File: src/rtl/barrel_pkg.sv
// Shared op-code definitions for the barrel_pipe shifter/rotator.
package barrel_pkg;

  typedef logic [2:0] op_t;

  localparam op_t OP_ROL = 3'b000;
  localparam op_t OP_ROR = 3'b001;
  localparam op_t OP_SLL = 3'b010;
  localparam op_t OP_SRL = 3'b011;
  localparam op_t OP_SRA = 3'b100;

endpackage

File: src/rtl/barrel_stage.sv
// One barrel_pipe stage: registers an operation, then displaces it by 2^STAGE.
// With BARREL_PIPE_ARITH_EN a sign bit travels alongside and fills SRA vacancies.
module barrel_stage
  import barrel_pkg::*;
#(
  parameter int WIDTH = 8,
  parameter int STAGE = 0,
  localparam int SHW  = $clog2(WIDTH)
) (
  input  logic             clk,
  input  logic             rst_n,
  input  logic             en,
  input  logic             valid_i,
  input  logic [WIDTH-1:0] data_i,
  input  op_t              op_i,
  input  logic [SHW-1:0]   amt_i,
`ifdef BARREL_PIPE_ARITH_EN
  input  logic             sign_i,
  output logic             sign_o,
`endif
  output logic             valid_o,
  output logic [WIDTH-1:0] data_o,
  output op_t              op_o,
  output logic [SHW-1:0]   amt_o
);

  localparam int DISP = 1 << STAGE;
  localparam logic [WIDTH-1:0] HI_MASK = ~({WIDTH{1'b1}} >> DISP);

  logic             valid_d, valid_q;
  logic [WIDTH-1:0] data_d, data_q;
  op_t              op_d, op_q;
  logic [SHW-1:0]   amt_d, amt_q;
  logic [WIDTH-1:0] shifted;
`ifdef BARREL_PIPE_ARITH_EN
  logic             sign_d, sign_q;
`endif

  always_comb begin
    valid_d = valid_q;
    data_d  = data_q;
    op_d    = op_q;
    amt_d   = amt_q;
    if (en) begin
      valid_d = valid_i;
      data_d  = data_i;
      op_d    = op_i;
      amt_d   = amt_i;
    end
  end

`ifdef BARREL_PIPE_ARITH_EN
  always_comb begin
    sign_d = sign_q;
    if (en) sign_d = sign_i;
  end

  always_ff @(posedge clk or negedge rst_n) begin
    if (!rst_n) sign_q <= 1'b0;
    else        sign_q <= sign_d;
  end

  assign sign_o = sign_q;
`endif

  // Everything, including data, clears so an idle pipe presents zero.
  always_ff @(posedge clk or negedge rst_n) begin
    if (!rst_n) begin
      valid_q <= 1'b0;
      data_q  <= '0;
      op_q    <= OP_ROL;
      amt_q   <= '0;
    end else begin
      valid_q <= valid_d;
      data_q  <= data_d;
      op_q    <= op_d;
      amt_q   <= amt_d;
    end
  end

  always_comb begin
    shifted = data_q;
    if (amt_q[STAGE]) begin
      case (op_q)
        OP_ROL:  shifted = (data_q << DISP) | (data_q >> (WIDTH - DISP));
        OP_ROR:  shifted = (data_q >> DISP) | (data_q << (WIDTH - DISP));
        OP_SLL:  shifted = data_q << DISP;
        OP_SRL:  shifted = data_q >> DISP;
`ifdef BARREL_PIPE_ARITH_EN
        OP_SRA:  shifted = (data_q >> DISP) | (sign_q ? HI_MASK : '0);
`else
        OP_SRA:  shifted = data_q >> DISP;
`endif
        default: shifted = data_q;
      endcase
    end
  end

  assign valid_o = valid_q;
  assign data_o  = shifted;
  assign op_o    = op_q;
  assign amt_o   = amt_q;

endmodule

File: src/rtl/barrel_pipe.sv
// Pipelined barrel shifter/rotator with valid/ready on both sides.
// Define BARREL_PIPE_ARITH_EN to make op 100 an arithmetic right shift.
module barrel_pipe
  import barrel_pkg::*;
#(
  parameter int WIDTH = 8,
  parameter int SHW   = $clog2(WIDTH)
) (
  input  logic             clk,
  input  logic             rst_n,
  input  logic             in_valid,
  output logic             in_ready,
  input  logic [WIDTH-1:0] in_data,
  input  logic [SHW-1:0]   in_amt,
  input  logic [2:0]       in_op,
  output logic             out_valid,
  input  logic             out_ready,
  output logic [WIDTH-1:0] out_data,
  output logic             out_zero
);

  logic             adv;
  logic [SHW:0]     vld;
  logic [WIDTH-1:0] dat   [SHW+1];
  op_t              op_s  [SHW+1];
  logic [SHW-1:0]   amt_s [SHW+1];
`ifdef BARREL_PIPE_ARITH_EN
  logic [SHW:0]     sgn;
`endif

  logic             out_vld_d, out_vld_q;
  logic [WIDTH-1:0] out_data_d, out_data_q;
  logic             unused_tail;

  // One global enable: the whole pipe moves unless a result is stuck at the output.
  assign adv      = out_ready | ~out_vld_q;
  assign in_ready = adv;

  assign vld[0]   = in_valid & adv;
  assign dat[0]   = in_data;
  assign op_s[0]  = op_t'(in_op);
  assign amt_s[0] = in_amt;
`ifdef BARREL_PIPE_ARITH_EN
  assign sgn[0]   = in_data[WIDTH-1];
`endif

  generate
    for (genvar k = 0; k < SHW; k++) begin : g_stage
      barrel_stage #(
        .WIDTH (WIDTH),
        .STAGE (k)
      ) u_stage (
        .clk     (clk),
        .rst_n   (rst_n),
        .en      (adv),
        .valid_i (vld[k]),
        .data_i  (dat[k]),
        .op_i    (op_s[k]),
        .amt_i   (amt_s[k]),
`ifdef BARREL_PIPE_ARITH_EN
        .sign_i  (sgn[k]),
        .sign_o  (sgn[k+1]),
`endif
        .valid_o (vld[k+1]),
        .data_o  (dat[k+1]),
        .op_o    (op_s[k+1]),
        .amt_o   (amt_s[k+1])
      );
    end
  endgenerate

`ifdef BARREL_PIPE_ARITH_EN
  assign unused_tail = ^{op_s[SHW], amt_s[SHW], sgn[SHW]};
`else
  assign unused_tail = ^{op_s[SHW], amt_s[SHW]};
`endif

  // Output register captures the last stage's displaced word.
  always_comb begin
    out_vld_d  = out_vld_q;
    out_data_d = out_data_q;
    if (adv) begin
      out_vld_d  = vld[SHW];
      out_data_d = dat[SHW];
    end
  end

  always_ff @(posedge clk or negedge rst_n) begin
    if (!rst_n) begin
      out_vld_q  <= 1'b0;
      out_data_q <= '0;
    end else begin
      out_vld_q  <= out_vld_d;
      out_data_q <= out_data_d;
    end
  end

  assign out_valid = out_vld_q;
  assign out_data  = out_data_q;
  assign out_zero  = ~|out_data_q;

endmodule

File: config.mk
export PLATFORM = sky130hd
export DESIGN_NAME = barrel_pipe
export DESIGN_NICKNAME = d
export VERILOG_FILES = /design/src/rtl/barrel_pkg.sv /design/src/rtl/barrel_stage.sv /design/src/rtl/barrel_pipe.sv
export SDC_FILE = /design/constraint.sdc
export NUM_CORES = 1
export LEC_CHECK = 0
export CORE_ASPECT_RATIO = 0.5
export CORE_MARGIN = 2
export CORE_UTILIZATION = 40
export DETAILED_ROUTE_END_ITERATION = 7
export SLEW_MARGIN = 15
export SYNTH_ARGS = -nofsm -noshare
export SYNTH_HDL_FRONTEND = slang
export SYNTH_SLANG_ARGS = --single-unit
File: constraint.sdc
create_clock -name clk -period 1.8 [get_ports clk]
set_input_delay 0.36 -clock clk [delete_from_list [all_inputs] [get_ports clk]]
set_output_delay 0.36 -clock clk [all_outputs]
set_load 0.05 [all_outputs]
# == After elaboration in Yosys (flattened, before gate mapping) ==
# Index checks and enable logic that the tools add are counted.
# Widths: inputs -> output; s select.
# totals
regBits,54
word_cells,49
output_inout_bits,11
in_bits,18
# op_classes
mux,6
n_eq_ne,12
n_reduce_logical,9
bitwise_logic,8
# ops
op,n
$pmux 8 s4,2
$mux 8,3
$pmux 8 s3,1
$eq 3x2->1 const B,6
$eq 3x1->1 const B,3
$eq 3x3->1 const B,3
$logic_not 3->1,3
$or 6x8->8,1
$or 7x8->8,1
$or 8x1->8,1
$or 8x2->8,1
$or 8x4->8,1
$reduce_or 2->1,4
$reduce_or 8->1,1
$and 1x1->1,1
$logic_not 1->1,1
$not 1->1,1
$or 1x1->1,1

# == Logic depth before layout (Yosys ltp) ==
# Gate-level depths: netlist (run 1).
# logic_depth
word_depth,4
ltp_mapped,6
mapped_depth_nobuf,5

# == By module ==
# A second synthesis (run 1) with hierarchy kept.
# unflattened
hier_cells,242
area_unflattened_um2,2832.7
# modules_own_cells
mod,area_per_inst_um2,n_inst,seq_area_each_um2,cells_per_inst
barrel_stage at g_stage[2].u_stage,862.1,1,375.4,74
barrel_stage at g_stage[1].u_stage,804.5,1,375.4,72
barrel_stage at g_stage[0].u_stage,794.5,1,375.4,72
barrel_pipe,371.6,1,225.2,24

# == Worst setup path after synthesis (run 1) ==
# OpenSTA, ideal clock, no wires.
# synth_timing
kind,register to output
from,"reg out_data_q[5], in the netlist out_data[5]"
to,out out_zero
t_required_ps,1440
arrival_time_ps,1794
path_stages_with_launch,3
n_path_buf,0
slack_ps,-354
cell_sequence,dfrtp_1 or4_1 nor2_1
# synth_via
elab_chain_len,2
# synth_rtl
element,line_no,source
"start, declared",barrel_pipe.sv:32,"logic [WIDTH-1:0] out_data_d, out_data_q;"
"start signal, assigned",barrel_pipe.sv:94,out_data_q <= out_data_d;
$reduce_or 8->1,barrel_pipe.sv:100,assign out_zero = ~|out_data_q;
$logic_not 1->1,barrel_pipe.sv:100,
"end, declared",barrel_pipe.sv:19,output logic out_zero
# No other way between the ends.

# == Worst setup path in the final report (run 1) ==
# Ends and elaborated chain as after synthesis.

==> flow_summary.toml, run 1 <==
[run_status]
outcome = "finished with violations"
failed_checks = "setup timing"

[worst_setup_path]
endpoint_kind = "primary output"
critical_path_class = "register to primary output"
worst-path-buf-inv = 1
worstPathCellList = "or4_4 > nor2_4 > buf_12"
critPathMaxStageDelay_ps = 540
worst_path_max_delay_cell = "or4_4"
worst-r2r-setup-slack_ps = 340
worst_ep_arrival_time_ps = 1500
worst_path_dominant_cell_family = "simple AND/OR/NAND/NOR gates"
crit_required_ps = 1440
start_kind = "register"
crit_path_max_fanout = 2

[placed_design]
finalWeightedCongestion = 0.7676
placement.cell_area_sq_mm = 0.002877
place.detailed.hpwl_um = 3793
numPortBuffers = 28

[sta]
timing.final.crit_period_ps = 1858
timing.clock.skew_ps = 5.724
setup-violations-final = 1
maxSlewViolCount = 0
setup_total_negative_slack_ps = -58.33
highest_achievable_clock_rate_ghz = 0.5381
grt_setup_unrepaired = "yes"
max_slew.worst_pin.slew_ps = 458.0
slew-limit-headroom = 0.6947
whs_ps = 58.16
final_critical_path_setup_slack_ps = -58.33
hold_violations = 0
post-route-period-util = 1.032

[pwr]
p_clk_frac = 0.160
combPwrFrac = 0.436
worst_ir_drop_vdd_v = 0.0006545
p_int_mw = 3.209
switchingPower_mw = 2.350
switching_share = 0.4227
power_frac_seq = 0.403
total_leakage_power_nw = 1.329
power_per_cell_area_mw_per_mm2 = 1831
total_power_mw = 5.559

[global_route]
grt_pass1_vias = 1784
first_pass_grt_wire_length_um = 8631
antenna_found_initial = 0
grt.total_usage = 0.1602
grt_start_max_net_pins = 52
grt_overflow_total = 0

[routing]
final_antenna_net_count = 0
drt-pass1-iter-count = 4
avgRoutedWirePerCell_um = 13.06
route.vias.total = 1963
drc = 0
route.final.wire_length_um = 5095
first_iteration_detailed_routing_drc_count = 81
route.detailed.vias_per_inst = 5.033

[clocking]
h-tree-depth = 2
clock_latency_at_the_later_pin_of_the_worst_skew_pair_ps = 280
cts_root_buf = "clkbuf_16"
cts_tree = "built"
cts.path.max_buffers = 2
clkSlewWorstSetupHoldPaths_ps = 60
cts_num_sinks = 51
cts_made_buffers = 5

[logic_synthesis]
synthDistinctLibCells = 34
syn_inst = 271
synth_seq_cells = 51
syn_area_sq_mm = 0.002515
postSynthAreaPerCell_sq_um = 9.280
yosysSeqAreaShare = 0.5075
synth_nets = 289
ys_warn_count = 0

[final_layout]
syn2layout_area_growth_pct = 20.75
layout.filler_cells = 575
final_util = 0.4994
n_antenna_cell = 0
nets = 319
finish.instance_area_sq_mm = 0.003037
drive_gt1_frac = 0.1854

[floorplanning]
fp.coreArea_sq_mm = 0.006081
io_pins = 29
placement_rows = 20
die_span_x_um = 116.1
initial_utilization = 0.4136
die_height_um = 60.07
design.die.area_sq_mm = 0.006976

[hold_path]
holdCritPathClass = "input pin to asynchronous set/reset pin"

[flow_run]
max-cap-violations = 0
power by group through the flow:
stage | registers [mW] | clock network, mW | logic, mW
2_1_floorplan | 2.36 | 0 | 1.63
3_3_place_gp | 2.24 | 0 | 2.34
3_5_place_dp | 2.27 | 0 | 2.39
4_1_cts | 2.24 | 0.924 | 2.44
5_1_grt | 2.33 | 0.980 | 2.67
6_report | 2.24 | 0.892 | 2.43
flip-flops by register name, summed over array words and instances (netlist names):
register	flops
g_stage.u_stage.data_q	24
out_valid	1
g_stage.u_stage.valid_o	3
g_stage.u_stage.amt_o	6
g_stage.u_stage.op_o	9
out_data	8
final timing paths:
kind | start | to | cells after the start
setup reg to reg | g_stage[1].u_stage.op_o[0]$_DFFE_PN0N_ | g_stage[2].u_stage.data_q[0]$_DFFE_PN0N_ | 3
setup / recovery | out_data[5]$_DFFE_PN0N_ | out_zero | 3
min in group clk | g_stage[0].u_stage.amt_o[2]$_DFFE_PN0N_ | g_stage[0].u_stage.amt_o[2]$_DFFE_PN0N_ | 2
hold reg to reg | g_stage[0].u_stage.amt_o[2]$_DFFE_PN0N_ | g_stage[0].u_stage.amt_o[2]$_DFFE_PN0N_ | 2
hold / removal | rst_n | g_stage[0].u_stage.data_q[7]$_DFFE_PN0N_ | 2
max in group asynchronous | rst_n | out_data[4]$_DFFE_PN0N_ | 2
Yosys cell counts:
| master | instances | share of area |
|---|---|---|
| inv_1 | 9 | 0.013 |
| inv_2 | 1 | 0.0015 |
| a211oi_2 | 1 | 0.0050 |
| and2b_2 | 1 | 0.0035 |
| clkbuf_8 | 5 | 0.027 |
| a21oi_1 | 7 | 0.014 |
| nand2b_1 | 1 | 0.0025 |
| o21ai_0 | 31 | 0.062 |
| buf_6 | 1 | 0.0045 |
| buf_4 | 1 | 0.0030 |
| nor2_2 | 1 | 0.0025 |
| o22ai_1 | 10 | 0.025 |
| buf_2 | 7 | 0.014 |
| o211ai_1 | 2 | 0.0060 |
| o221ai_1 | 1 | 0.0035 |
| dfrtp_1 | 51 | 0.51 |
| clkbuf_1 | 3 | 0.0045 |
| nand3b_1 | 3 | 0.0090 |
| o21a_1 | 2 | 0.0060 |
| o21ai_4 | 2 | 0.013 |
| a221oi_1 | 4 | 0.014 |
| nand2b_4 | 2 | 0.011 |
| mux2i_1 | 1 | 0.0040 |
| nand3_1 | 1 | 0.0020 |
| nand2_1 | 66 | 0.099 |
| o311ai_1 | 4 | 0.014 |
| o221a_2 | 7 | 0.031 |
| a31oi_1 | 4 | 0.0099 |
| nor2_4 | 1 | 0.0045 |
| mux2_2 | 2 | 0.0090 |
| a32oi_1 | 5 | 0.017 |
| nor2_1 | 31 | 0.046 |
| nor2b_4 | 1 | 0.0055 |
| or4_1 | 2 | 0.0060 |
cells by family after synthesis:
| kind of cell | Yosys count | synth area share |
|---|---|---|
| mux | 3 | 0.01293 |
| compound gates | 80 | 0.2204 |
| simple gates | 110 | 0.1910 |
| flops | 51 | 0.5075 |
| buf+inv | 27 | 0.06816 |
cell type report:
type	instances	area, sq um	area share
Clock buffer	7	132.6	0.04368
Clock inverter	1	5.005	0.001648
Inverter	10	37.54	0.01236
Multi-Input combinational cell	193	1082	0.3564
Sequential cell	51	1281	0.4219
Tap cell	88	110.1	0.03626
Timing Repair Buffer	40	387.9	0.1277
per-layer routing:
| metal | vias to the layer above | global-route usage | routed length [um] |
|---|---|---|---|
| li1 | 1006 | - | - |
| met1 | 914 | 0.2293 | 2685 |
| met2 | 41 | 0.2439 | 2236 |
| met3 | 2 | 0.04564 | 160 |
| met4 | 0 | 0.03571 | 12 |
| met5 | - | 0 | 0 |
placed cells by master (no fill, tap or decap), types with 3 or more instances in the layout:
master           count
a21oi_1              7
buf_4               19
a31oi_1              4
clkdlybuf4s50_1     16
a221oi_1             4
dfrtp_2              4
o311ai_1             4
nand2_1             66
o22ai_1             10
buf_12               4
nand3b_1             3
inv_1                9
o21ai_0             31
clkbuf_16            5
o221a_2              7
a32oi_1              5
nor2_1              30
dfrtp_1             47
stage by stage:
step                      instances  setup slack, ps
after floorplan                 271            3.052
after global placement          380            126.1
after detailed placement        380            84.90
after CTS                       390           -70.49
after global routing            390           -93.69
final                           390           -58.33
what timing repair did:
item	in CTS	in global routing
resized for setup	2	0
hold endpoints to repair	0	0
pin swaps	2	1
hold buffers	0	0
endpoints found under the setup margin	1	1
setup buffers	2	0
Note: power is estimated with default switching activity, not from simulation.
==> inputs of run 2 (changes only) <==
CORE_MARGIN = 3   (was 2)
SYNTH_HIERARCHICAL = 1   (was not set)
==> run 2 against run 1 <==
  * The flow still finishes with violations (setup timing)
  * Setup slack gained 14 ps
  * Largest power group unchanged
  * Sequential power is essentially flat
  * Global-route usage shrank 0.72 points
==> flow_summary.toml, run 2 <==
[floorplanning]
die_height_um = 64.31
fp.coreArea_sq_mm = 0.006331
initial_utilization = 0.4296
die_span_x_um = 122.6
design.die.area_sq_mm = 0.007886
io_pins = 29
placement_rows = 20

[routing]
route.vias.total = 1934
final_antenna_net_count = 0
first_iteration_detailed_routing_drc_count = 68
avgRoutedWirePerCell_um = 15.08
drc = 0
route.detailed.vias_per_inst = 5.417
drt-pass1-iter-count = 5
route.final.wire_length_um = 5384

[clocking]
cts_made_buffers = 5
clkSlewWorstSetupHoldPaths_ps = 60
clock_latency_at_the_later_pin_of_the_worst_skew_pair_ps = 280
h-tree-depth = 2
cts_root_buf = "clkbuf_16"
cts_tree = "built"
cts_num_sinks = 51
cts.path.max_buffers = 2

[sta]
timing.final.crit_period_ps = 1845
max_slew.worst_pin.slew_ps = 668.8
timing.clock.skew_ps = 4.620
slew-limit-headroom = 0.5542
highest_achievable_clock_rate_ghz = 0.5421
setup-violations-final = 1
final_critical_path_setup_slack_ps = -44.69
post-route-period-util = 1.025
maxSlewViolCount = 0
grt_setup_unrepaired = "yes"
hold_violations = 0

[worst_setup_path]
worst-path-buf-inv = 1
critPathMaxStageDelay_ps = 550
start_kind = "register"
worst_path_max_delay_cell = "or4_4"
crit_required_ps = 1440
critical_path_class = "register to primary output"
worstPathCellList = "or4_4 > nor2_4 > buf_12"
crit_path_max_fanout = 2
startpoint = "out_data[7]$_DFFE_PN0P_"
endpoint_kind = "primary output"
worst_ep_arrival_time_ps = 1480
worst_path_dominant_cell_family = "simple AND/OR/NAND/NOR gates"
rr_startpoint = "g_stage[0].u_stage/op_o[0]$_DFFE_PN0P_"

[global_route]
grt_pass1_vias = 1977
grt_start_max_net_pins = 30
grt_overflow_total = 0
antenna_found_initial = 0
first_pass_grt_wire_length_um = 9501
grt.total_usage = 0.1530

[pwr]
worst_ir_drop_vdd_v = 0.0005066
total_leakage_power_nw = 1.344
power_per_cell_area_mw_per_mm2 = 1840

[logic_synthesis]
syn_area_sq_mm = 0.002720
syn_inst = 236
synth_nets = 254
postSynthAreaPerCell_sq_um = 11.53
ys_warn_count = 6

[placed_design]
finalWeightedCongestion = 0.7650
place.detailed.hpwl_um = 4057
numPortBuffers = 28
post_place_worst_slack_ps = 102.2

[run_status]
outcome = "finished with violations"
failed_checks = "setup timing"

[final_layout]
nets = 286
drive_gt1_frac = 0.3086
max_flop_register = "g_stage.u_stage/data_q"
final_util = 0.5186
n_antenna_cell = 0
syn2layout_area_growth_pct = 20.70
layout_commonest_cell = "dfrtp_1"
mostFrequentLayoutCells = "dfrtp_1, mux2_2, nand2_1"
largest_register_ff_count = 24

[flow_run]
max-cap-violations = 0

[hold_path]
holdCritPathClass = "input pin to asynchronous set/reset pin"
run 2: layout make-up:
cell class / count / area, sq um
fill: 566 / 3048
multi-input combinational: 165 / 1331
sequential: 51 / 1277
timing repair buffer: 41 / 407.9
clock buffer: 6 / 128.9
tap: 88 / 110.1
inverter: 4 / 15.01
clock inverter: 2 / 12.51
run 2: worst register-to-register path, cell delays in order (launching register included):
cell     delay (ps)
dfrtp_1         410
buf_4           160
nor2b_1         410
o21ai_0         140
o211a_1         140
mux2_2          260
run 2: final timing paths:
check | slack, ps | cells after the start | end
max | -40 | 3 | out_zero
min | 110 | 1 | out_data[7]$_DFFE_PN0P_
max reg2reg | 170 | 5 | g_stage[1].u_stage/data_q[0]$_DFFE_PN0P_
min reg2reg | 470 | 1 | out_valid$_DFFE_PN0P_
max in group asynchronous | 1130 | 2 | g_stage[1].u_stage/op_o[0]$_DFFE_PN0P_
min in group clk | 470 | 1 | out_valid$_DFFE_PN0P_
run 2: what timing repair did:
item	CTS	global route
hold buffers	0	0
setup endpoints to repair	1	1
cloned	0	0
setup buffers	3	0
resized for setup	2	0
run 2: per-layer routing:
metal	share of wire	wire length, um	track usage	up-vias
met5	0	0	0	-
met4	0.0085	46	0.04603	0
met3	0.040	215	0.03890	4
met2	0.46	2500	0.2481	34
met1	0.49	2621	0.2022	960
li1	-	-	-	936
run 2: where the power goes:
group	switching (mW)	internal, mW	leakage [nW]	total, mW
sequential	0.621	1.65	0.599	2.27
clock	0.400	0.513	0.0669	0.913
combinational	1.44	1.42	0.678	2.86
total	2.46	3.58	1.34	6.04
run 2: per-stage QoR:
stage | hold slack (ps) | setup TNS [ps] | std cells | instance area [sq um] | power (mW)
finish | 105.2 | -44.69 | 357 | 3283 | 6.041
global route | 160.1 | -93.61 | 357 | 3283 | 6.502
CTS | 128.0 | -57.34 | 357 | 3283 | 6.110
detailed placement | 436.5 | 0 | 346 | 3112 | 5.113
global placement | 414.3 | 0 | 346 | 3112 | 4.987
floorplan | 64.41 | -43.14 | 236 | 2729 | 4.361
